File: config.mk
export PLATFORM = sky130hd
export DESIGN_NAME = dm_arbiter
export DESIGN_NICKNAME = d
export VERILOG_FILES = /design/src/rtl/dm_arb_pkg.sv /design/src/rtl/dm_arbiter_rr.sv /design/src/rtl/dm_arbiter.sv
export SDC_FILE = /design/constraint.sdc
export NUM_CORES = 1
export LEC_CHECK = 0
export BUFFER_PORTS_ARGS = -buffer_cell sky130_fd_sc_hd__buf_2
export CORE_AREA = 2 2 157 159
export CTS_BUF_LIST = sky130_fd_sc_hd__clkbuf_8
export CTS_CLUSTER_DIAMETER = 100
export DETAILED_ROUTE_END_ITERATION = 16
export DIE_AREA = 0 0 159 161
export GPL_TIMING_DRIVEN = 0
export SLEW_MARGIN = 20
export SYNTH_ARGS = -nofsm -noshare
export SYNTH_HDL_FRONTEND = slang
export SYNTH_SLANG_ARGS = --single-unit
File: constraint.sdc
create_clock -name clk -period 4.3 [get_ports clk]
set_input_delay 0 -clock clk [delete_from_list [all_inputs] [get_ports clk]]
set_output_delay 0 -clock clk [all_outputs]
set_load 0.02 [all_outputs]
File: src/rtl/dm_arb_pkg.sv
// Shared definitions for the data-memory arbiter and related round-robin pickers.
package dm_arb_pkg;

   localparam int unsigned DEF_CORES  = 4;
   localparam int unsigned DEF_ADDR_W = 32;
   localparam int unsigned DEF_DATA_W = 32;
   localparam int unsigned STAT_W     = 16;
   localparam int unsigned MAX_CORES  = 8;

   typedef struct packed {
      logic       valid;
      logic [2:0] idx;
   } pick_t;

   // First set bit of req scanning ptr+1, ptr+2, ... modulo cores.
   function automatic pick_t rr_pick(input logic [MAX_CORES-1:0] req,
                                     input logic [2:0]           ptr,
                                     input int unsigned          cores);
      pick_t       res;
      int unsigned cand;
      res = '0;
      for (int unsigned k = 1; k <= MAX_CORES; k++) begin
         if (k <= cores) begin
            cand = (32'(ptr) + k) % cores;
            if (!res.valid && req[cand[2:0]]) begin
               res.valid = 1'b1;
               res.idx   = cand[2:0];
            end
         end
      end
      return res;
   endfunction

endpackage

File: src/rtl/dm_arbiter_rr.sv
// rr_arbiter: CORES-wide round-robin picker with its own priority pointer.
module rr_arbiter
   import dm_arb_pkg::*;
#(
   parameter int unsigned CORES = DEF_CORES,
   parameter int unsigned IDX_W = (CORES > 1) ? $clog2(CORES) : 1
) (
   input  logic             clk,
   input  logic             rst_n,
   input  logic [CORES-1:0] req,
   output logic             grant,
   output logic [IDX_W-1:0] grant_idx
);

   logic [IDX_W-1:0]     ptr;
   logic [MAX_CORES-1:0] req_pad;
   pick_t                pick;

   // Pad the request vector to the package width and pick the winner.
   always_comb begin
      req_pad            = '0;
      req_pad[CORES-1:0] = req;
      pick               = rr_pick(req_pad, 3'(ptr), CORES);
   end

   assign grant     = pick.valid;
   assign grant_idx = IDX_W'(pick.idx);

   // Pointer follows the last winner; reset leaves core 0 with top priority.
   always_ff @(posedge clk) begin
      if (!rst_n) begin
         ptr <= IDX_W'(CORES - 1);
      end else if (pick.valid) begin
         ptr <= grant_idx;
      end
   end

endmodule

File: src/rtl/dm_arbiter.sv
// dm_arbiter: round-robin arbiter between N cores and a single-port data memory.
// Optional macro DM_ARB_STATS_EN adds per-core grant counters and a stall counter.
module dm_arbiter
   import dm_arb_pkg::*;
#(
   parameter int unsigned CORES  = DEF_CORES,
   parameter int unsigned ADDR_W = DEF_ADDR_W,
   parameter int unsigned DATA_W = DEF_DATA_W
) (
   input  logic                     clk,
   input  logic                     rst_n,
   input  logic [CORES-1:0]         core_req,
   input  logic [CORES-1:0]         core_we,
   input  logic [CORES*ADDR_W-1:0]  core_addr,
   input  logic [CORES*DATA_W-1:0]  core_wdata,
   output logic [CORES-1:0]         core_ack,
   output logic [DATA_W-1:0]        core_rdata,
   output logic                     mem_en,
   output logic                     mem_we,
   output logic [ADDR_W-1:0]        mem_addr,
   output logic [DATA_W-1:0]        mem_wdata,
   input  logic [DATA_W-1:0]        mem_rdata
`ifdef DM_ARB_STATS_EN
   ,
   output logic [CORES*STAT_W-1:0]  stat_grants,
   output logic [STAT_W-1:0]        stat_stall
`endif
);

   localparam int unsigned IDX_W = (CORES > 1) ? $clog2(CORES) : 1;

   logic             inflight_v;
   logic [IDX_W-1:0] inflight_idx;
   logic [CORES-1:0] inflight_mask;
   logic [CORES-1:0] eligible;
   logic             grant;
   logic [IDX_W-1:0] grant_idx;
   logic             issue;

   // The core being acked this cycle is masked so it cannot be granted twice.
   always_comb begin
      inflight_mask = '0;
      if (inflight_v) begin
         inflight_mask[inflight_idx] = 1'b1;
      end
      eligible = core_req & ~inflight_mask;
   end

   rr_arbiter #(
      .CORES (CORES),
      .IDX_W (IDX_W)
   ) u_rr (
      .clk       (clk),
      .rst_n     (rst_n),
      .req       (eligible),
      .grant     (grant),
      .grant_idx (grant_idx)
   );

   assign issue = grant & rst_n;

   // Drive the memory port from the winning core; idle port is all zeros.
   always_comb begin
      mem_en    = issue;
      mem_we    = 1'b0;
      mem_addr  = '0;
      mem_wdata = '0;
      if (issue) begin
         mem_we    = core_we[grant_idx];
         mem_addr  = core_addr[grant_idx*ADDR_W +: ADDR_W];
         mem_wdata = core_wdata[grant_idx*DATA_W +: DATA_W];
      end
   end

   // Remember the granted core so it is acked in the following cycle.
   always_ff @(posedge clk) begin
      if (!rst_n) begin
         inflight_v   <= 1'b0;
         inflight_idx <= '0;
      end else begin
         inflight_v   <= grant;
         inflight_idx <= grant_idx;
      end
   end

   assign core_ack   = inflight_mask;
   assign core_rdata = mem_rdata;

`ifdef DM_ARB_STATS_EN
   logic [CORES-1:0] grant_mask;

   // One-hot view of this cycle's grant for the statistics counters.
   always_comb begin
      grant_mask = '0;
      if (issue) begin
         grant_mask[grant_idx] = 1'b1;
      end
   end

   // Saturating grant counters per core and a stall counter for lost/masked requests.
   always_ff @(posedge clk) begin
      if (!rst_n) begin
         stat_grants <= '0;
         stat_stall  <= '0;
      end else begin
         for (int unsigned i = 0; i < CORES; i++) begin
            if (grant_mask[i] && (stat_grants[i*STAT_W +: STAT_W] != '1)) begin
               stat_grants[i*STAT_W +: STAT_W] <= stat_grants[i*STAT_W +: STAT_W] + STAT_W'(1);
            end
         end
         if ((|(core_req & ~grant_mask)) && (stat_stall != '1)) begin
            stat_stall <= stat_stall + STAT_W'(1);
         end
      end
   end
`endif

endmodule

# Word level (Yosys, flattened, before mapping)

Index checks and enable logic that the tools add are counted.

Add/sub/neg operators: 4
Order comparisons: 7
Shift-type cells: 2
Mux-type cells: 20
Bitwise gates (word level): 3
Reduce and logical (&&, ||, !) cells: 7

Operators by type and width:

| kind                                                 | count |
|---|---|
| indexed part select 128 x 8 -> 32 bit                | 2 |
| two-way mux 32 bit                                   | 2 |
| two-way mux 4 bit                                    | 5 |
| < comparator 2 x 4 -> 1 bit (second input constant)  | 4 |
| binary-select mux 1 bit (select 2 bit)               | 5 |
| two-way mux 1 bit                                    | 7 |
| < comparator 2 x 3 -> 1 bit (second input constant)  | 2 |
| adder 2 x 1 -> 2 bit (second input constant)         | 2 |
| adder 2 bit (second input constant)                  | 2 |
| AND 4 bit                                            | 1 |
| logical AND 1 bit                                    | 4 |
| NOT 4 bit                                            | 1 |
| logical NOT 1 bit                                    | 3 |
| demux 1 bit (select 2 bit)                           | 1 |
| >= comparator 2 x 1 -> 1 bit (second input constant) | 1 |
| AND 1 bit                                            | 1 |

Register bits: 5
Bits of input ports: 298
Output and inout bits: 102
Word-level logic and storage cells: 46

# Longest topological paths before layout

Word-level depth: 22
Gate-level depth with buffers: 9
Depth with buffers taken out: 6

# Cells and area by module

A second synthesis with hierarchy kept.

Cell total of the unflattened synthesis: 294
Area total of the unflattened synthesis: 2611.3 um^2

Modules (own cells, without submodules):

| module     | instances | cells an instance | area each (um^2) | seq. area each (um^2) |
|---|---|---|---|---|
| dm_arbiter | 1         | 274               | 2452.4           | 60.1 |
| rr_arbiter | 1         | 20                | 158.9            | 40.0 |

# Worst setup path before layout

No wires, ideal clock.

Path type: register to output
Start: register inflight_idx[0]
End: output mem_addr[12]
Arrival time: 1.874 ns
Data required time: 4.300 ns
Slack: 2.426 ns
Cell stages (with the launch flop): 9
Path buffers: 2
Path through: dfxtp_1 > or3b_1 > clkinv_1 > o2bb2ai_1 > a221oi_4 > nand2_4 > buf_12 > buf_12 > o22ai_2

Word-level cells in the longest chain between the ends: 21
Elaborated cells between the ends (all ways): 29
Classes of those cells: 2 x order compare; 1 x shift; 16 x mux; 3 x bitwise; 7 x reduce/logical

RTL lines:

| element                                                                                           | RTL line                           | text |
|---|---|---|
| start: declaration                                                                                | dm_arbiter.sv:33                   | `logic [IDX_W-1:0] inflight_idx;` |
| start signal: assignment                                                                          | dm_arbiter.sv:82                   | `inflight_idx <= grant_idx;` |
| < comparator 2 x 3 -> 1 bit (implied by the code) or >= comparator 2 x 1 -> 1 bit (tied branches) | dm_arbiter.sv:44                   | `inflight_mask[inflight_idx] = 1'b1;` |
| logical AND 1 bit (implied by the code)                                                           | dm_arbiter.sv:44                   |  |
| two-way mux 1 bit (implied by the code)                                                           | dm_arbiter.sv:44                   |  |
| demux 1 bit (select 2 bit) (*)                                                                    | dm_arbiter.sv:44                   |  |
| two-way mux 4 bit (*)                                                                             | dm_arbiter.sv:43                   | `if (inflight_v) begin` |
| named net core_ack[0]                                                                             | dm_arbiter.sv:16                   | `output logic [CORES-1:0] core_ack,` |
| NOT 4 bit (*)                                                                                     | dm_arbiter.sv:46                   | `eligible = core_req & ~inflight_mask;` |
| AND 4 bit (*)                                                                                     | dm_arbiter.sv:46                   |  |
| [... 6 more ...]                                                                                  | -                                  |  |
| logical NOT 1 bit                                                                                 | dm_arb_pkg.sv:25                   | `if (!res.valid && req[cand[2:0]]) begin` |
| logical AND 1 bit                                                                                 | dm_arb_pkg.sv:25                   |  |
| two-way mux 4 bit                                                                                 | dm_arb_pkg.sv:25                   |  |
| logical NOT 1 bit                                                                                 | dm_arb_pkg.sv:25                   |  |
| logical AND 1 bit                                                                                 | dm_arb_pkg.sv:25                   |  |
| two-way mux 4 bit (*)                                                                             | dm_arb_pkg.sv:25                   |  |
| indexed part select 128 x 8 -> 32 bit or AND 1 bit (tied branches)                                | dm_arbiter.sv:70, dm_arbiter.sv:60 |  |
| two-way mux 32 bit (*)                                                                            | dm_arbiter.sv:68                   | `if (issue) begin` |
| end: declaration                                                                                  | dm_arbiter.sv:20                   | `output logic [ADDR_W-1:0] mem_addr,` |

Mark *: on every way through the listed nets, which the timed path passes. The rest lies on a longest branch. The select of a mux whose other input is x is not followed.

# Worst setup path after layout

Start: register inflight_idx[0]
End: output mem_we

Word-level cells in the longest chain between the ends: 22
Elaborated cells between the ends (all ways): 30
Classes of those cells: 2 x order compare; 18 x mux; 3 x bitwise; 7 x reduce/logical

RTL lines:

| element                                                                                           | RTL line         | text |
|---|---|---|
| < comparator 2 x 3 -> 1 bit (implied by the code) or >= comparator 2 x 1 -> 1 bit (tied branches) | dm_arbiter.sv:44 |  |
| logical AND 1 bit (implied by the code)                                                           | dm_arbiter.sv:44 |  |
| two-way mux 1 bit (implied by the code)                                                           | dm_arbiter.sv:44 |  |
| demux 1 bit (select 2 bit) (*)                                                                    | dm_arbiter.sv:44 |  |
| two-way mux 4 bit (*)                                                                             | dm_arbiter.sv:43 |  |
| NOT 4 bit (*)                                                                                     | dm_arbiter.sv:46 |  |
| AND 4 bit (*)                                                                                     | dm_arbiter.sv:46 |  |
| binary-select mux 1 bit (select 2 bit)                                                            | dm_arb_pkg.sv:25 |  |
| [... 6 more ...]                                                                                  | -                |  |
| logical AND 1 bit                                                                                 | dm_arb_pkg.sv:25 |  |
| two-way mux 4 bit                                                                                 | dm_arb_pkg.sv:25 |  |
| logical NOT 1 bit                                                                                 | dm_arb_pkg.sv:25 |  |
| logical AND 1 bit                                                                                 | dm_arb_pkg.sv:25 |  |
| two-way mux 4 bit (*)                                                                             | dm_arb_pkg.sv:25 |  |
| binary-select mux 1 bit (select 2 bit)                                                            | dm_arbiter.sv:69 | `mem_we = core_we[grant_idx];` |
| two-way mux 1 bit (implied by the code)                                                           | dm_arbiter.sv:69 |  |
| two-way mux 1 bit (*)                                                                             | dm_arbiter.sv:68 |  |
| end: declaration                                                                                  | dm_arbiter.sv:19 | `output logic mem_we,` |

Mark *: on every way between the ends. The rest lies on a longest branch, timed or not. The select of a mux whose other input is x is not followed.

==> out/qor.yml <==
cells_and_area:
  num-fill-cells: 2669
  syn_to_final_growth_pct: 73.98
  diodes: 0
  nets: 974
  layout-drive-gt1-share: 0.7230
route:
  drcViolationCount: 0
  ant_nets: 0
  drt_iter0_markers: 107
  wire_per_inst_um: 14.66
  drt-vias-per-instance: 3.882
  vias: 3878
  wirelength_um: 14650
  firstDrtPassIters: 4
die:
  core_area_mm2: 0.02396
  die_area_mm2: 0.02560
  die_h_um: 161
  pin_count: 400
  rows: 57
  die_x_um: 159
  start_util: 0.1290
synthesis:
  syn_nets: 602
  synth.top_cell.area_share: 0.4209
  ys_warn_count: 0
  ys_ff_latch: 5
  synth_area_leader_cell: "mux2i_1"
  seq_area_frac_synth: 0.03238
  avgSynthCellArea_um2: 10.17
  synth.distinct_cells: 34
  syn_area_mm2: 0.003092
  synthCells: 304
  netlist_top_cells_area: "mux2i_1 (42%), o22ai_2 (20%), buf_12 (9.7%)"
placed_design:
  pre_cts_ws_ns: 1.882
  place.gp.congestion: 0.8624
  dpl.hpwl_um: 12470
  io_buffers: 367
hold_path:
  min_from: "rst_n"
  min_path_type: "in2reg"
critical_path:
  critical_path.startpoint: "inflight_idx[0]$_SDFF_PN0_"
  path_buf_inv: 4
  critPathMaxFanout: 10
  required_ns: 4.30
  crit_top_cell: "buf_12"
  critical_path_class: "reg2out"
  arrival_ns: 2.63
  cp_top_family: "buffers and inverters"
  worst_setup_path_start_kind: "register"
  cp_slowest_stage_delay_ns: 0.47
  crit_slowest_cell: "dfxtp_1"
  r2r_start: "inflight_idx[0]$_SDFF_PN0_"
  end_kind: "output port"
  cp_cell_sequence: "mux2_1 -> o22a_1 -> o311ai_2 -> buf_4 -> buf_12 -> buf_12 -> mux2i_1 -> o22ai_1 -> buf_2"
clock_tree:
  cts_resized: 0
  clock_latency_ns: 0.22
  htreeDepth: 1
  cts_sinks: 5
  clock_path_buffers: 2
  path_clk_slew_ns: 0.03
  cts_root_buf: "clkbuf_8"
  postCtsSetupRepairBufs: 0
  cts_buffers: 3
  cts_tree: "built"
  postCtsHoldBufs: 0
sta:
  slew_violations: 0
  tns_ns: 0
  rsz0062_at_grt: "false"
  setup_viol: 0
  fin_crit_sh: 0.6114
  period_needed_ns: 2.629
  timing.fmax_mhz: 380.4
  fin_skew_ns: 0.002135
  hold_viol_final: 0
  layout_setup_ws_ns: 1.671
  relSlewSlack: 0.7530
  worstMarginPinSlew_ns: 0.3602
pwr:
  ir_drop_mv: 0.1824
  power_density_mw_per_mm2: 261.0
  power.leakage_uw: 0.003129
run:
  maxCapViolations: 0
grt:
  grt_pass1_vias: 3786
  overflow: 0
  grt_pass1_wl_um: 21130
  antenna_found_initial: 0
  grt_max_degree: 11
  grt_usage: 0.1040
run_status:
  status: "finished clean"
-- Yosys cell counts --
cell type / instances
a21oi_1: 4
o22ai_2: 50
clkinv_1: 1
a221oi_4: 1
nand2b_1: 2
and3b_1: 1
o21bai_2: 1
dfxtp_1: 5
and2_1: 1
nor2_1: 4
and2_4: 1
o2bb2ai_1: 1
nand2_1: 4
or2b_1: 1
o22a_1: 1
nand2b_4: 1
inv_1: 5
inv_2: 1
a211oi_1: 1
o311ai_2: 1
nand3b_1: 1
buf_8: 5
mux2_1: 1
buf_4: 33
o211ai_1: 2
buf_12: 15
o22ai_1: 15
nand3_1: 4
nand4_1: 1
mux2i_1: 130
buf_2: 2
clkbuf_4: 6
nand2_4: 1
or3b_1: 1
-- power breakdown --
part	leakage [uW]	switching [uW]	internal [uW]
clock network	0.0000269	24.6	61.3
logic	0.00306	666	590
registers	0.0000418	9.16	52.8
total	0.00313	699	704
-- per-stage QoR --
stage,cell area [um2],hold WS [ns],instances,util,total power (uW)
floorplan,3092,0.08887,304,-,940.6
global placement,5334,0.2184,995,0.2226,1322
finish,5379,0.01875,999,0.2245,1404
CTS,5379,0.01344,999,0.2245,1422
global route,5379,0.01483,999,0.2245,1494
detailed placement,5334,0.2181,995,0.2226,1330
-- flip-flops by register name, indices dropped and copies added, names as in the netlist --
signal / cells
inflight_idx: 2
u_rr.ptr: 2
inflight_v: 1
-- cell families (layout without fill, tap and decap cells) --
| group | count (synthesis) | count (layout) | synth area share |
|---|---|---|---|
| buffers and inverters | 68 | 439 | 0.2278 |
| muxes | 131 | 131 | 0.4245 |
| and+or+nand+nor | 23 | 23 | 0.04573 |
| AOI/OAI and AO/OA | 77 | 77 | 0.2695 |
| DFF | 5 | 5 | 0.03238 |
-- path summary, 6_finish.rpt --
check | to | slack (ns) | depth (start not counted)
max reg2reg | inflight_idx[0]$_SDFF_PN0_ | 2.25 | 8
max | mem_we | 1.67 | 9
min | u_rr.ptr[0]$_SDFFE_PN1P_ | 0.02 | 2
min reg2reg | u_rr.ptr[0]$_SDFFE_PN1P_ | 0.55 | 2
-- routing by layer --
layer,global-route usage,share of wire,vias to the layer above
met4,0.01198,0.0086,0
met1,0.1318,0.42,1775
met3,0.01746,0.072,10
met5,0,0,-
met2,0.1901,0.50,202
li1,-,-,1891
-- placed cells by master (no fill, tap or decap), types with 2 or more instances in the layout --
master    count
buf_8         5
nand2b_1      2
o211ai_1      2
o22ai_2      50
buf_12       15
clkbuf_8      3
buf_4        33
clkbuf_4      6
nand2_1       4
buf_2       369
o22ai_1      15
mux2i_1     130
nor2_1        4
inv_1         6
dfxtp_1       5
a21oi_1       4
nand3_1       4
-- cell type report --
class                      count  area [um2]  area share
timing repair buffer         367        1837      0.3415
tap                          324       405.4     0.07537
clock buffer                   3       41.29    0.007676
sequential                     5       100.1     0.01861
buffer                        61       678.2      0.1261
multi-input combinational    231        2287      0.4252
clock inverter                 1       3.754   0.0006978
inverter                       7       26.28    0.004885
Power figures use the tool's default switching activity.
